File: src/rtl/ifetch_unit.sv
// Instruction fetch: one-outstanding imem requester feeding a FIFO to decode.
// Optional misaligned-PC trap via `IFETCH_MISALIGN_CHECK_EN (adds id_misalign_o).
// Ports:
//   clk, rst           clock, synchronous active-high reset
//   pc_i, flush_i      PC register value, redirect/branch-taken
//   stall_o            PC register hold (low = advance or load target)
//   imem_*             request/grant/response to instruction memory
//   id_valid_o/ready_i head-of-buffer handshake to decode
//   id_inst_o, id_pc_o head instruction and its PC
module ifetch_unit #(
  parameter int BUF_DEPTH = 2
) (
  input  logic        clk,
  input  logic        rst,
  input  logic [31:0] pc_i,
  input  logic        flush_i,
  output logic        stall_o,
  output logic        imem_req_o,
  output logic [31:0] imem_addr_o,
  input  logic        imem_gnt_i,
  input  logic        imem_rvalid_i,
  input  logic [31:0] imem_rdata_i,
  output logic        id_valid_o,
  input  logic        id_ready_i,
  output logic [31:0] id_inst_o,
`ifdef IFETCH_MISALIGN_CHECK_EN
  output logic [31:0] id_pc_o,
  output logic        id_misalign_o
`else
  output logic [31:0] id_pc_o
`endif
);

  localparam int PW = (BUF_DEPTH > 1) ? $clog2(BUF_DEPTH) : 1;
  localparam int CW = $clog2(BUF_DEPTH + 1);
  localparam logic [CW-1:0] DEPTH_C = CW'(BUF_DEPTH);

  typedef enum logic [1:0] {
    S_REQ,
    S_WAIT,
    S_DISCARD
  } state_t;

  state_t state_q, state_d;

  logic [CW-1:0] count_q;
  logic [PW-1:0] rd_q, wr_q;
  logic [31:0]   pend_q;

  logic [31:0] inst_mem [BUF_DEPTH];
  logic [31:0] pc_mem   [BUF_DEPTH];

  logic space, req_ok, accept;
  logic push, pop, rsp_push;
  logic [31:0] push_pc, push_inst;

  assign space  = count_q < DEPTH_C;
  assign req_ok = !rst && state_q == S_REQ
                  && !flush_i && space;

  // A response is only kept when no redirect arrives with it.
  assign rsp_push = state_q == S_WAIT
                    && imem_rvalid_i && !flush_i;

`ifdef IFETCH_MISALIGN_CHECK_EN
  logic mis, mis_push, blk_q;
  logic mis_mem [BUF_DEPTH];

  assign mis        = pc_i[1:0] != 2'b00;
  assign mis_push   = req_ok && mis && !blk_q;
  assign imem_req_o = req_ok && !mis && !blk_q;
  assign push       = rsp_push || mis_push;
  assign push_pc    = mis_push ? pc_i : pend_q;
  assign push_inst  = mis_push ? 32'h0000_0013
                               : imem_rdata_i;
`else
  assign imem_req_o = req_ok;
  assign push       = rsp_push;
  assign push_pc    = pend_q;
  assign push_inst  = imem_rdata_i;
`endif

  assign accept      = imem_req_o && imem_gnt_i;
  assign stall_o     = rst || !(accept || flush_i);
  assign imem_addr_o = {pc_i[31:2], 2'b00};

  assign id_valid_o = !rst && count_q != '0;
  assign pop        = id_valid_o && id_ready_i;
  assign id_inst_o  = inst_mem[rd_q];
  assign id_pc_o    = pc_mem[rd_q];

  always_comb begin
    state_d = state_q;
    unique case (state_q)
      S_REQ: begin
        if (accept) state_d = S_WAIT;
      end
      S_WAIT: begin
        if (imem_rvalid_i) state_d = S_REQ;
        else if (flush_i) state_d = S_DISCARD;
      end
      S_DISCARD: begin
        // The late response retires the transaction even under flush.
        if (imem_rvalid_i) state_d = S_REQ;
      end
      default: state_d = S_REQ;
    endcase
  end

  always_ff @(posedge clk) begin
    if (rst) begin
      state_q <= S_REQ;
      count_q <= '0;
      rd_q    <= '0;
      wr_q    <= '0;
      pend_q  <= '0;
    end else begin
      state_q <= state_d;
      if (accept) pend_q <= pc_i;
      if (flush_i) begin
        count_q <= '0;
        rd_q    <= '0;
        wr_q    <= '0;
      end else begin
        count_q <= count_q + CW'(push) - CW'(pop);
        if (push) wr_q <= wr_q + PW'(1);
        if (pop)  rd_q <= rd_q + PW'(1);
      end
    end
  end

  always_ff @(posedge clk) begin
    if (!rst && push) begin
      inst_mem[wr_q] <= push_inst;
      pc_mem[wr_q]   <= push_pc;
    end
  end

`ifdef IFETCH_MISALIGN_CHECK_EN
  assign id_misalign_o = mis_mem[rd_q];

  always_ff @(posedge clk) begin
    if (!rst && push) mis_mem[wr_q] <= mis_push;
  end

  // Once a misaligned PC is trapped, hold off until redirected.
  always_ff @(posedge clk) begin
    if (rst)           blk_q <= 1'b0;
    else if (flush_i)  blk_q <= 1'b0;
    else if (mis_push) blk_q <= 1'b1;
  end
`endif

endmodule

File: config.mk
export PLATFORM = sky130hd
export DESIGN_NAME = ifetch_unit
export DESIGN_NICKNAME = d
export VERILOG_FILES = /design/src/rtl/ifetch_unit.sv
export SDC_FILE = /design/constraint.sdc
export NUM_CORES = 1
export LEC_CHECK = 0
export BUFFER_PORTS_ARGS = -buffer_cell sky130_fd_sc_hd__buf_2
export CAP_MARGIN = 20
export CORE_ASPECT_RATIO = 0.75
export CORE_MARGIN = 2
export CORE_UTILIZATION = 45
export CTS_BUF_LIST = sky130_fd_sc_hd__clkbuf_8 sky130_fd_sc_hd__clkbuf_16
export DETAILED_ROUTE_END_ITERATION = 8
export GPL_ROUTABILITY_DRIVEN = 1
export PLACE_DENSITY = 0.74
export SLEW_MARGIN = 10
export SYNTH_ARGS = -nofsm -noshare
export SYNTH_HDL_FRONTEND = slang
export SYNTH_SLANG_ARGS = --single-unit
File: constraint.sdc
create_clock -name clk -period 10 [get_ports clk]
set_clock_uncertainty 0.05 [all_clocks]
set_input_delay 1.5 -clock clk [delete_from_list [all_inputs] [get_ports clk]]
set_output_delay 1.5 -clock clk [all_outputs]
set_load 0.02 [all_outputs]
==> results.ini <==
[status]
status = completed

[setup_path]
startpoint_type = input pin
critPathRequiredTime_ns = 8.45
rrSetupSlack_ns = 7.46
crit_fanout = 33
r2r_cells = 4
cp-end-kind = output port
worstReg2RegStart = state_q[0]
arrival_ns = 3.01
crit_type = input pin to output port
worstReg2RegEnd = pc_mem[0][1]
startpoint = rst

[layout]
layout.nets = 624
syn_to_final_growth_pct = 20.91
diodes = 0
drive_above_1_share_pct = 48.67
postLayoutCoreUtil_pct = 55.17
fill_cells = 1208

[sta]
relSlewSlack_pct = 26.08
hold_ws_ns = 0.4063
tightest_slew_ns = 1.108
setup_ws_ns = 5.443
slew_viol_final = 0
finalCritPeriodShare_pct = 45.57
setup_viol = 0
rsz0062_at_grt = false
max_freq_mhz = 219.4
finalHoldViolCount = 0
period_minus_slack_ns = 4.557
finalSetupTns_ns = 0

[route]
ant_nets = 0
wl_met2_um = 5962
routed_via_density = 5.142
route.met3.wl_um = 1091
drt_first_iter_violations = 248
wl_met1_um = 5640
vias = 3934
routedWlPerCell_um = 16.82
drc_errors = 0
highest_layer = met4
drt_pass1_iterations = 4
routed_wl_um = 12870

[synthesis]
synth_area_um2 = 6551
yosys_register_bits = 167
synth-simple-area-share_pct = 6.303
synthXorXnorAreaFrac_pct = 0.4011
syn_inst = 421
synth_top_family_by_area = multiplexers
ys.flop_type = edfxtp_1
async_reset_ff_share_pct = 0
ys_types = 31
synth_warnings = 0
synthAdderAreaFrac_pct = 0.3820
syn_avg_cell_area_um2 = 15.56
synth.area.mux_share_pct = 11.17
ys_seq_area_share_pct = 70.59
synth_edf_count = 128
synth-compound-area-share_pct = 4.736

[worst_hold_path]
hold_path_end = pc_mem[0][8]
holdPathStages = 0
min_path_type = flop to flop
hp-start = pend_q[8]

[floorplanning]
die-area_um2 = 15550
start_util_pct = 45.63
core_um2 = 14360
die_height_um = 108.5
io_pins = 169
die_w_um = 143.3
row_count = 38

[grt]
antenna_found_initial = 0
grt_max_degree = 65
grt_usage_pct = 16.96
grt_pass1_wl_um = 19420
grt_overflow = 0
first_global_vias = 3798

[clock_network]
cts_tree = done
clockBufferDepth = 2
cts_made_buffers = 17
clk_transition_reported_paths_ns = 0.06
htree_levels = 4
root_buffer = clkbuf_16
clock_sinks = 167
cts_setup_buffers = 0
cts-resized-gates = 0
clk_latency_ns = 0.42
hold_buffers = 0

[power]
leakagePower_uw = 0.003189
max-vdd-ir-drop_uv = 124.2
power_density_nw_per_um2 = 191.6

[placed_design]
place_worst_setup_slack_ns = 5.452
dpl.hpwl_um = 8149
port_buffers = 166
gp_congestion = 0.7456

[run]
maxCapViolations = 0

==> state kept, by name, summed over array words and instances (netlist names), named ones only <==
| signal | count |
|---|---|
| pend_q | 32 |
| inst_mem | 64 |
| wr_q | 1 |
| rd_q | 1 |
| state_q | 2 |
| pc_mem | 64 |
| count_q | 2 |
==> per-stage QoR <==
step | cell area [um^2] | std cells | total power, uW
final | 7921 | 765 | 1518
after global routing | 7921 | 765 | 1570
after CTS | 7921 | 765 | 1532
after detailed placement | 7281 | 733 | 835.5
after global placement | 7281 | 733 | 832.3
after floorplan | 6555 | 422 | 814.4
==> Yosys cell counts (3+ instances only) <==
| cell | number | area share, % |
|---|---|---|
| buf_8 | 3 | 0.69 |
| dfxtp_1 | 39 | 12 |
| edfxtp_1 | 128 | 59 |
| nor3_1 | 3 | 0.23 |
| o311ai_1 | 32 | 4.3 |
| buf_2 | 16 | 1.2 |
| nand3_1 | 32 | 2.4 |
| buf_4 | 32 | 3.7 |
| o21ai_0 | 3 | 0.23 |
| mux2_2 | 65 | 11 |
| clkbuf_1 | 4 | 0.23 |
| inv_1 | 3 | 0.17 |
| xnor2_1 | 3 | 0.40 |
| nand2_1 | 35 | 2.0 |
| and2_1 | 3 | 0.29 |
| nor2_1 | 3 | 0.17 |
==> where the power goes <==
part | total, uW | leakage, uW | switching (uW) | internal (uW)
clock | 697 | 0.000303 | 274 | 424
sequential | 758 | 0.00155 | 5.46 | 752
combinational | 62.5 | 0.00134 | 41.1 | 21.4
total | 1520 | 0.00319 | 320 | 1200
==> layout make-up <==
type | count | area [um^2] | area share (%)
inverters | 3 | 11.26 | 0.1422
well taps | 200 | 250.2 | 3.159
clock buffers | 17 | 425.4 | 5.370
flip-flops and latches | 167 | 4628 | 58.43
clock inverters | 15 | 215.2 | 2.717
multi-input cells | 193 | 1530 | 19.32
repair buffers | 170 | 860.8 | 10.87
==> worst max-delay path, cell delays in order <==
cell and delay [ns]:
buf_2 0.16, inv_1 0.81, o21ai_0 0.28, buf_2 0.25
==> per-layer routing <==
layer / vias to the layer above / track usage, %
met4: 0 / 6.793
met1: 1898 / 22.23
li1: 1834 / -
met2: 183 / 26.04
met5: - / 0
met3: 19 / 5.890
==> layout by cell type, fill, tap and decap left out, types with 2 or more instances in the layout <==
| cell | netlist | final |
|---|---|---|
| and2_1 | 3 | 3 |
| buf_2 | 16 | 166 |
| buf_4 | 32 | 4 |
| bufinv_16 | 0 | 4 |
| clkbuf_16 | 0 | 17 |
| clkinv_4 | 0 | 3 |
| clkinvlp_4 | 0 | 3 |
| conb_1 | 1 | 2 |
| dfxtp_1 | 39 | 38 |
| edfxtp_1 | 128 | 128 |
| ha_1 | 2 | 2 |
| inv_1 | 3 | 3 |
| inv_6 | 0 | 4 |
| mux2_2 | 65 | 65 |
| nand2_1 | 35 | 35 |
| nand3_1 | 32 | 32 |
| nor2_4 | 0 | 2 |
| nor3_1 | 3 | 3 |
| o21ai_0 | 3 | 3 |
| o311ai_1 | 32 | 32 |
| xnor2_1 | 3 | 3 |
==> worst max path at each step <==
stage,endpoint,slack [ns],depth (start not counted)
final,stall_o,5.44,4
after global routing,stall_o,5.38,4
after global placement,stall_o,5.54,4
after floorplan,inst_mem[0][0],4.69,5
after CTS,stall_o,5.45,4
after detailed placement,stall_o,5.45,4
==> cells by family (layout without fill, tap and decap cells) <==
kind of cell	count (synthesis)	after routing
XOR/XNOR	3	3
AND/OR/NAND/NOR	84	84
buffers and inverters	62	205
multiplexers	65	65
other	1	2
adder cells (fa/ha/maj)	2	2
AO/OA/AOI/OAI	37	37
flip-flops	167	167
Note: power is estimated with default switching activity, not from simulation.
